==> src/rtl/delay_calibrator.sv <==
// delay_calibrator: measures the relative arrival skew of NCHAN calibration
// channels over 2^NSAMP_LOG2 complete events and loads per-channel Delays so
// every channel is padded to match the latest one.
// Optional feature macro: CALIB_TIMEOUT_EN (ARM gives up after TIMEOUT_CYCLES).
module delay_calibrator #(
    parameter int unsigned NCHAN          = 4,
    parameter int unsigned NBITS          = 4,
    parameter int unsigned NSAMP_LOG2     = 2,
    parameter int unsigned TIMEOUT_CYCLES = 1024
) (
    input  logic             Clk,
    input  logic             Rst_n,
    input  logic [NCHAN-1:0] Channels,
    input  logic             Start,
    output logic [NBITS-1:0] Delays [NCHAN-1:0],
    output logic             Busy,
    output logic             Done,
    output logic [7:0]       Misses,
    output logic             Error
);

    localparam int unsigned    ACCW    = NBITS + NSAMP_LOG2;
    localparam int unsigned    EVW     = NSAMP_LOG2 + 1;
    // Half-LSB rounding term; integer division makes it vanish for NSAMP_LOG2 = 0.
    localparam logic [ACCW-1:0] RND     = ACCW'((2 ** NSAMP_LOG2) / 2);
    localparam logic [EVW-1:0]  LAST_EV = EVW'((2 ** NSAMP_LOG2) - 1);

    typedef enum logic [2:0] {
        S_IDLE,
        S_ARM,
        S_WINDOW,
        S_AVG,
        S_ALIGN
    } state_t;

    state_t           state_q, state_d;
    logic [NCHAN-1:0] prev_q;
    logic [NCHAN-1:0] seen_q, seen_d;
    logic [NCHAN-1:0] rise, fresh;
    logic [NBITS-1:0] wcnt_q, wcnt_d;
    logic [NBITS-1:0] off_q [NCHAN-1:0];
    logic [NBITS-1:0] off_d [NCHAN-1:0];
    logic [ACCW-1:0]  acc_q [NCHAN-1:0];
    logic [ACCW-1:0]  acc_d [NCHAN-1:0];
    logic [NBITS-1:0] avg_q [NCHAN-1:0];
    logic [NBITS-1:0] avg_d [NCHAN-1:0];
    logic [NBITS-1:0] dly_q [NCHAN-1:0];
    logic [NBITS-1:0] dly_d [NCHAN-1:0];
    logic [EVW-1:0]   evcnt_q, evcnt_d;
    logic [7:0]       misses_q, misses_d;
    logic             done_q, done_d;
    logic [NBITS-1:0] peak;
    logic             error_q, error_d;

`ifdef CALIB_TIMEOUT_EN
    localparam int unsigned  TW      = $clog2(TIMEOUT_CYCLES + 1);
    localparam logic [TW-1:0] TO_LAST = TW'(TIMEOUT_CYCLES - 1);
    logic [TW-1:0] tcnt_q, tcnt_d;
`endif

    assign rise   = Channels & ~prev_q;
    assign Delays = dly_q;
    assign Busy   = (state_q != S_IDLE);
    assign Done   = done_q;
    assign Misses = misses_q;
    assign Error  = error_q;

    // Next-state and datapath updates for the calibration sequence
    always_comb begin
        state_d  = state_q;
        seen_d   = seen_q;
        wcnt_d   = wcnt_q;
        off_d    = off_q;
        acc_d    = acc_q;
        avg_d    = avg_q;
        dly_d    = dly_q;
        evcnt_d  = evcnt_q;
        misses_d = misses_q;
        done_d   = 1'b0;
        error_d  = error_q;
        fresh    = '0;
        peak     = '0;
`ifdef CALIB_TIMEOUT_EN
        tcnt_d   = '0;
`endif
        case (state_q)
            S_IDLE: begin
                if (Start) begin
                    acc_d    = '{default: '0};
                    evcnt_d  = '0;
                    misses_d = '0;
                    error_d  = 1'b0;
                    state_d  = S_ARM;
                end
            end
            S_ARM: begin
                if (|rise) begin
                    seen_d  = rise;
                    off_d   = '{default: '0};
                    wcnt_d  = NBITS'(1);
                    state_d = S_WINDOW;
                end
`ifdef CALIB_TIMEOUT_EN
                else if (tcnt_q == TO_LAST) begin
                    error_d = 1'b1;
                    done_d  = 1'b1;
                    state_d = S_IDLE;
                end else begin
                    tcnt_d = tcnt_q + TW'(1);
                end
`endif
            end
            S_WINDOW: begin
                fresh  = rise & ~seen_q;
                seen_d = seen_q | fresh;
                for (int unsigned i = 0; i < NCHAN; i++) begin
                    if (fresh[i]) off_d[i] = wcnt_q;
                end
                wcnt_d = wcnt_q + NBITS'(1);
                // Last window cycle: edges arriving now still count, so use off_d.
                if (wcnt_q == '1) begin
                    if (&(seen_q | fresh)) begin
                        for (int unsigned i = 0; i < NCHAN; i++) begin
                            acc_d[i] = acc_q[i] + ACCW'(off_d[i]);
                        end
                        evcnt_d = evcnt_q + EVW'(1);
                        state_d = (evcnt_q == LAST_EV) ? S_AVG : S_ARM;
                    end else begin
                        if (misses_q != '1) misses_d = misses_q + 8'd1;
                        state_d = S_ARM;
                    end
                end
            end
            S_AVG: begin
                for (int unsigned i = 0; i < NCHAN; i++) begin
                    avg_d[i] = NBITS'((acc_q[i] + RND) >> NSAMP_LOG2);
                end
                state_d = S_ALIGN;
            end
            S_ALIGN: begin
                for (int unsigned i = 0; i < NCHAN; i++) begin
                    if (avg_q[i] > peak) peak = avg_q[i];
                end
                for (int unsigned i = 0; i < NCHAN; i++) begin
                    dly_d[i] = peak - avg_q[i];
                end
                done_d  = 1'b1;
                state_d = S_IDLE;
            end
            default: state_d = S_IDLE;
        endcase
`ifndef CALIB_TIMEOUT_EN
        error_d = 1'b0;
`endif
    end

    // State and datapath registers, cleared by asynchronous reset
    always_ff @(posedge Clk or negedge Rst_n) begin
        if (!Rst_n) begin
            state_q  <= S_IDLE;
            prev_q   <= '0;
            seen_q   <= '0;
            wcnt_q   <= '0;
            off_q    <= '{default: '0};
            acc_q    <= '{default: '0};
            avg_q    <= '{default: '0};
            dly_q    <= '{default: '0};
            evcnt_q  <= '0;
            misses_q <= '0;
            done_q   <= 1'b0;
            error_q  <= 1'b0;
`ifdef CALIB_TIMEOUT_EN
            tcnt_q   <= '0;
`endif
        end else begin
            state_q  <= state_d;
            prev_q   <= Channels;
            seen_q   <= seen_d;
            wcnt_q   <= wcnt_d;
            off_q    <= off_d;
            acc_q    <= acc_d;
            avg_q    <= avg_d;
            dly_q    <= dly_d;
            evcnt_q  <= evcnt_d;
            misses_q <= misses_d;
            done_q   <= done_d;
            error_q  <= error_d;
`ifdef CALIB_TIMEOUT_EN
            tcnt_q   <= tcnt_d;
`endif
        end
    end

endmodule

==> config.mk <==
export PLATFORM = sky130hd
export DESIGN_NAME = delay_calibrator
export DESIGN_NICKNAME = d
export VERILOG_FILES = /design/src/rtl/delay_calibrator.sv
export SDC_FILE = /design/constraint.sdc
export NUM_CORES = 1
export LEC_CHECK = 0
export CORE_ASPECT_RATIO = 1.75
export CORE_MARGIN = 4
export CORE_UTILIZATION = 45
export CTS_BUF_LIST = sky130_fd_sc_hd__clkbuf_16
export CTS_CLUSTER_SIZE = 16
export DETAILED_ROUTE_END_ITERATION = 12
export MAX_ROUTING_LAYER = met4
export PLACE_DENSITY_LB_ADDON = 0.12
export SYNTH_ARGS = -nofsm -noshare
export SYNTH_HDL_FRONTEND = slang
export SYNTH_SLANG_ARGS = --single-unit
==> constraint.sdc <==
create_clock -name Clk -period 14.55 [get_ports Clk]
set_clock_uncertainty 0.05 [all_clocks]
set_input_delay 3.6375 -clock Clk [delete_from_list [all_inputs] [get_ports Clk]]
set_output_delay 3.6375 -clock Clk [all_outputs]
set_load 0.02 [all_outputs]
==> impl_metrics.py, run 1 <==
metrics = {
    "run_status": {
        "outcome": "finished clean",
    },
    "clocking": {
        "cts_hold_buf": 0,
        "cts_setup_buffers": 0,
        "cts_resized": 0,
        "clock-root-buffer": "clkbuf_16",
        "clkTransAtPathRegs_ns": 0.07,
        "clock-sinks": 99,
        "clock_path_buffers": 2,
        "htree_levels": 3,
        "tritoncts.num_buffers": 9,
        "insertion_delay_ns": 0.34,
        "cts_tree": "built",
    },
    "synth": {
        "yosysSeqAreaShare_pct": 42.8,
        "synth.distinct_cells": 50,
        "yosys_register_bits": 99,
        "post_synth_inst_count": 604,
        "synth-main-ff-cell": "dfrtp_1",
        "synth_edf_count": 0,
        "synth_fp_nets": 667,
        "synth_warnings": 0,
        "ys_async_sr_fraction_pct": 100,
        "avgSynthCellArea_sq_um": 9.58,
        "netlist_area_sq_mm": 0.00579,
    },
    "placement": {
        "place_ws_ns": 8.07,
        "dp_hpwl_mm": 8.41,
        "portBuffers": 32,
        "place.gp.congestion": 0.815,
        "post_dp_cell_area_sq_mm": 0.00623,
    },
    "min_path": {
        "hold_path.class": "flop to flop",
        "hold_end": "Delays[13]$_DFFE_PN0P_",
        "holdPathStages": 2,
        "min_from": "Delays[13]$_DFFE_PN0P_",
    },
    "power": {
        "vdd_drop_max_mv": 0.100,
        "p_per_area_mw_per_mm2": 226,
        "power.leakage_nw": 3.04,
    },
    "sta": {
        "tightest_slew_ns": 0.968,
        "setup_slack_ns": 8.44,
        "relSlewSlack_pct": 35.4,
        "hold_viol_final": 0,
        "max_freq_mhz": 164,
        "slew_violations": 0,
        "fin_tns_setup_ns": 0,
        "setup_viol": 0,
        "grt_setup_unrepaired": "no",
        "fin_crit_ns": 6.11,
        "period_share_pct": 42.0,
    },
    "route": {
        "dr_total_vias": 4181,
        "wl_per_cell_microns": 14.2,
        "first_pass_iters": 4,
        "drt_iter0_drc": 143,
        "finalWirelength_mm": 11.4,
        "ant_nets": 0,
        "via_per_inst": 5.24,
        "drc": 0,
    },
    "final_layout": {
        "multi_input_area_sq_mm": 0.00303,
        "nFillCells": 1193,
        "final_nets": 689,
        "drive_gt1_share_pct": 7.14,
        "seq_area_sq_mm": 0.00248,
        "antenna_cells": 0,
        "syn2layout_area_growth_pct": 12.6,
        "stdcell_area_sq_mm": 0.00652,
        "final_util_pct": 51.9,
    },
    "critical_path": {
        "crit_required_ns": 14.75,
        "r2r-end": "Delays[7]$_DFFE_PN0P_",
        "path_max_fanout": 4,
        "r2r_slack_ns": 8.95,
        "worstSetupStartpointType": "primary input",
        "arrival_ns": 6.31,
        "setup.worst_path.class": "primary input to flop",
        "end_kind": "flop",
        "cp_common_cell": "a21oi_1",
        "slowest_stage": "clkdlybuf4s50_1",
        "worstReg2RegStart": "avg_q[1]$_DFFE_PN0N_",
        "max_stage_delay_ns": 0.48,
        "r2r_cells": 25,
        "path_cells": "clkdlybuf4s50_1 -> nand2b_1 -> nor2_1 -> mux2i_1 -> inv_1 -> ha_1 -> a21o_1 -> a21oi_1 -> nor2b_1 -> o21ai_0 -> or3_1 -> a21oi_1",
    },
    "floorplan": {
        "core-area_sq_mm": 0.0126,
        "rows": 54,
        "die_area_sq_mm": 0.0148,
        "dieHeight_microns": 158,
        "ios": 34,
        "start_util_pct": 46.1,
        "fp.dieW_microns": 93.7,
    },
    "global_route": {
        "grt_max_degree": 64,
        "grt_pass1_wl_mm": 19.8,
        "grt_usage_pct": 17.2,
        "antenna_found_initial": 0,
        "first_global_vias": 4213,
        "grt.overflow.total": 0,
    },
    "flow_run": {
        "max-cap-violations": 0,
    },
}
placed cells by master, fill, tap and decap left out, drive strengths merged, types with 2 or more instances in the layout:
| master | Yosys | final |
|---|---|---|
| clkinvlp | 0 | 2 |
| nand4 | 7 | 7 |
| and2 | 2 | 2 |
| nand3 | 27 | 27 |
| nor2 | 29 | 29 |
| mux2i | 8 | 8 |
| and3 | 3 | 3 |
| o31ai | 8 | 8 |
| o41ai | 8 | 8 |
| xnor2 | 11 | 11 |
| o211ai | 2 | 2 |
| nand2 | 89 | 89 |
| clkinv | 0 | 2 |
| and4 | 2 | 2 |
| a22oi | 2 | 2 |
| buf | 9 | 4 |
| nand2b | 6 | 6 |
| fa | 8 | 8 |
| clkbuf | 15 | 9 |
| inv | 47 | 48 |
| a21oi | 28 | 28 |
| nor3 | 3 | 3 |
| xor2 | 22 | 22 |
| mux2 | 15 | 15 |
| o21ai | 54 | 54 |
| a21o | 10 | 10 |
| nor2b | 19 | 19 |
| dfrtp | 99 | 99 |
| o22ai | 4 | 4 |
| clkdlybuf4s50 | 0 | 31 |
| or3 | 4 | 4 |
| ha | 48 | 48 |
worst max path at each step:
stage                           start                   end  slack, ns
after floorplan           Channels[0]  acc_q[5]$_DFFE_PN0P_       9.00
after global placement    Channels[0]  acc_q[5]$_DFFE_PN0P_       8.19
after detailed placement  Channels[0]  acc_q[5]$_DFFE_PN0P_       8.07
after CTS                 Channels[0]  acc_q[5]$_DFFE_PN0P_       8.43
after global routing      Channels[0]  acc_q[5]$_DFFE_PN0P_       8.23
final                     Channels[0]  acc_q[5]$_DFFE_PN0P_       8.44
power by group:
part | switching, mW | internal [mW] | total [mW]
sequential | 0.0495 | 0.332 | 0.381
combinational | 0.493 | 0.367 | 0.860
clock | 0.0999 | 0.131 | 0.231
total | 0.642 | 0.829 | 1.47
Yosys cell counts, types with 8 or more instances:
master / n / area (sq um)
inv_1: 46 / 173
o41ai_1: 8 / 70.1
dfrtp_1: 99 / 2480
mux2_2: 15 / 169
nor2_1: 29 / 109
nor2b_1: 19 / 119
nand2_1: 89 / 334
xor2_1: 22 / 193
nand3_1: 27 / 135
a21o_1: 10 / 75.1
o21ai_0: 52 / 260
ha_1: 48 / 601
fa_1: 8 / 160
xnor2_1: 11 / 96.3
a21oi_1: 28 / 140
clkbuf_1: 15 / 56.3
mux2i_1: 8 / 80.1
metrics by stage:
stage | std cells | hold WS (ns) | power, mW
3_3_place_gp | 783 | 0.410 | 1.23
2_1_floorplan | 604 | 0.399 | 1.04
3_5_place_dp | 783 | 0.414 | 1.26
6_report | 798 | 0.423 | 1.47
5_1_grt | 798 | 0.436 | 1.61
4_1_cts | 798 | 0.429 | 1.50
flip-flops by register name, summed over array words and instances, names as in the netlist:
name / flops
Done: 1
wcnt_q: 4
Delays: 16
acc_q: 24
Misses: 8
prev_q: 4
state_q: 3
seen_q: 4
evcnt_q: 3
off_q: 16
avg_q: 16
cell type report:
class                      count  area share, %
clock buffer                   9           3.46
clock inverter                 6          0.902
sequential                    99           38.0
inverter                      47           2.71
multi-input combinational    434           46.5
timing repair buffer          35           5.22
tap                          168           3.23
layer usage:
layer,GRT usage [%],vias to the layer above,share of wire [%]
met2,30.0,39,53
met3,2.76,17,1.9
met1,19.7,2015,42
met4,6.40,0,2.5
li1,-,2110,-
met5,-,-,0
cell families (layout without fill, tap and decap cells):
kind of cell               after synthesis  in the layout  share of synthesized area (%)
and+or+nand+nor                        196            196                           16.2
DFF                                     99             99                           42.8
muxes                                   23             23                           4.30
AOI/OAI and AO/OA                      125            125                           13.6
xor gates and xnor gates                33             33                           4.99
other                                    1              1                         0.0648
adders and majority gates               56             56                           13.1
buffers and inverters                   71             97                           4.95
critical path: cells and delay by family:
family / cells / cell delay [ns]
simple gates: 4 / 1.00
buf+inv: 2 / 0.56
compound gates: 4 / 0.46
mux: 1 / 0.39
fa+ha+maj: 1 / 0.28
(Power assumes the default switching activity.)
==> inputs of run 2 (changes only) <==
- clock period: 14.55 -> 5.19 ns (I/O delays scaled with it)
==> impl_metrics.py, run 2 (synthesis gave the netlist of run 1 again) <==
metrics = {
    "final_layout": {
        "final_common_cell": "dfrtp_1",
        "nFillCells": 1157,
        "final_nets": 703,
        "syn2layout_area_growth_pct": 15.7,
        "antenna_cells": 0,
        "layout_common_cells": "99 x dfrtp_1, 88 x nand2_1, 51 x o21ai_0",
        "fin_cells": 813,
        "top_register": "acc_q",
        "largest_reg_flops": 24,
        "drive_gt1_share_pct": 11.0,
    },
    "critical_path": {
        "end_kind": "flop",
        "setup.worst_path.class": "flop to flop",
        "arrival_ns": 5.20,
        "r2r_cells": 22,
        "path_cells": "ha_1 -> nor2b_1 -> o211ai_1 -> buf_4 -> a21oi_4 -> mux2i_4 -> ha_4 -> nor2b_1 -> o211a_1 -> o21a_4 -> o31ai_4 -> ha_1 -> a21oi_1 -> o21ai_2 -> o21ai_4 -> nor2_1 -> a21o_2 -> ha_1 -> a21oi_2 -> and2b_2 -> o2111a_1 -> a211o_1",
        "cp_common_cell": "ha_1",
        "worstReg2RegStart": "avg_q[5]$_DFFE_PN0N_",
        "r2r-end": "Delays[15]$_DFFE_PN0P_",
        "critPathTopFamily": "compound AO/OA/AOI/OAI gates",
        "crit_required_ns": 5.37,
        "slowest_stage": "dfrtp_1",
        "r2r_slack_ns": 0.17,
        "path_buf_inv": 1,
        "max_stage_delay_ns": 0.39,
        "path_max_fanout": 8,
        "worstSetupStartpointType": "flop",
    },
    "clocking": {
        "clkTransAtPathRegs_ns": 0.07,
        "clock_path_buffers": 2,
        "insertion_delay_ns": 0.34,
        "clock-sinks": 99,
        "clock-root-buffer": "clkbuf_16",
        "tritoncts.num_buffers": 9,
        "htree_levels": 3,
        "cts_tree": "built",
        "cts_hold_buf": 0,
    },
    "run_status": {
        "outcome": "finished clean",
    },
    "sta": {
        "hold_viol_final": 0,
        "fin_tns_setup_ns": 0,
        "max_freq_mhz": 199,
        "relSlewSlack_pct": 32.1,
        "tightest_slew_ns": 1.02,
        "slew_violations": 0,
        "fin_crit_ns": 5.02,
        "period_share_pct": 96.7,
        "setup_viol": 0,
    },
    "floorplan": {
        "ios": 34,
        "fp.dieW_microns": 93.7,
        "rows": 54,
        "die_area_sq_mm": 0.0148,
        "start_util_pct": 46.1,
        "core-area_sq_mm": 0.0126,
        "dieHeight_microns": 158,
    },
    "placement": {
        "place.gp.congestion": 0.821,
        "dp_hpwl_mm": 8.80,
        "portBuffers": 32,
        "placed_cells": 792,
    },
    "route": {
        "drt_iter0_drc": 169,
        "via_per_inst": 5.29,
        "drc": 0,
        "dr_total_vias": 4297,
        "first_pass_iters": 4,
        "finalWirelength_mm": 11.8,
        "ant_nets": 0,
        "wl_per_cell_microns": 14.5,
    },
    "power": {
        "pwr-share-comb_pct": 62.8,
        "power.leakage_nw": 3.12,
        "netSwitchingFraction_pct": 43.3,
        "seqPwrFrac_pct": 23.5,
        "vdd_drop_max_mv": 0.314,
        "power.internal_mw": 2.57,
        "p_per_area_mw_per_mm2": 676,
        "p_switching_mw": 1.96,
        "p_clk_share_pct": 13.7,
    },
    "global_route": {
        "grt_max_degree": 73,
        "grt_usage_pct": 17.6,
        "first_global_vias": 4238,
        "grt_pass1_wl_mm": 20.2,
        "grt.overflow.total": 0,
        "antenna_found_initial": 0,
    },
    "min_path": {
        "holdPathStages": 2,
        "hold_end": "Delays[8]$_DFFE_PN0P_",
        "min_from": "Delays[8]$_DFFE_PN0P_",
        "hold_path.class": "flop to flop",
    },
    "flow_run": {
        "max-cap-violations": 0,
    },
}
## run 2: cell count changes in the layout (fill, tap and decap cells not counted), sizes merged
cell / before / now
buf: 4 / 18
bufinv: 1 / 0
clkinv: 2 / 4
## run 2: stage by stage
step | power (mW) | util, % | hold WS (ns) | worst slack (ns) | instance area (sq um)
CTS | 4.25 | 52.4 | 0.434 | 0.0150 | 6590
global placement | 3.51 | 50.2 | 0.412 | 0.130 | 6310
floorplan | 2.91 | - | 0.399 | 0.449 | 5790
detailed placement | 3.59 | 50.2 | 0.419 | -0.0534 | 6310
finish | 4.53 | 53.3 | 0.426 | 0.172 | 6700
global route | 4.94 | 53.3 | 0.447 | -0.0314 | 6700
## run 2: power groups by stage
stage	combinational (mW)	sequential, mW	clock, mW
CTS	2.54	1.07	0.644
floorplan	1.79	1.12	0
global placement	2.44	1.07	0
global route	3.18	1.09	0.667
finish	2.84	1.06	0.621
detailed placement	2.51	1.08	0
## run 2: layout make-up
type	instances	area, sq um	area share (%)
multi-input combinational	434	3120	46.5
timing repair buffer	49	445	6.65
inverter	47	176	2.63
tap	168	210	3.14
clock buffer	9	225	3.36
clock inverter	7	46.3	0.691
sequential	99	2480	37.0
## run 2: worst max-delay path by stage
stage | from | to | slack (ns) | cells past startpoint
5_1_grt | avg_q[5]$_DFFE_PN0N_ | Delays[7]$_DFFE_PN0P_ | -0.03 | 23
6_report | avg_q[5]$_DFFE_PN0N_ | Delays[15]$_DFFE_PN0P_ | 0.17 | 22
3_5_place_dp | avg_q[2]$_DFFE_PN0N_ | Delays[15]$_DFFE_PN0P_ | -0.05 | 22
3_3_place_gp | avg_q[3]$_DFFE_PN0N_ | Delays[15]$_DFFE_PN0P_ | 0.13 | 22
2_1_floorplan | avg_q[1]$_DFFE_PN0N_ | Delays[15]$_DFFE_PN0P_ | 0.45 | 21
4_1_cts | avg_q[2]$_DFFE_PN0N_ | Delays[15]$_DFFE_PN0P_ | 0.01 | 22
## run 2: layer usage
metal | global-route usage, % | up-vias | wire length [microns]
li1 | - | 2142 | -
met1 | 19.1 | 2093 | 4720
met2 | 31.6 | 45 | 6440
met3 | 2.57 | 17 | 259
met4 | 7.37 | 0 | 357
met5 | - | - | 0
## run 2: what timing repair did
action	in CTS	in global routing
endpoints found under the setup margin	3	11
pin swaps	0	8
resized for setup	2	15
gates cloned	0	0
buffers inserted	0	5
## run 2: tightest hold or removal path: cells and delay by family (launching register included)
| family | cells | cell delay (ns) |
|---|---|---|
| DFF | 1 | 0.34 |
| AOI/OAI and AO/OA | 1 | 0.06 |
| and+or+nand+nor | 1 | 0.05 |
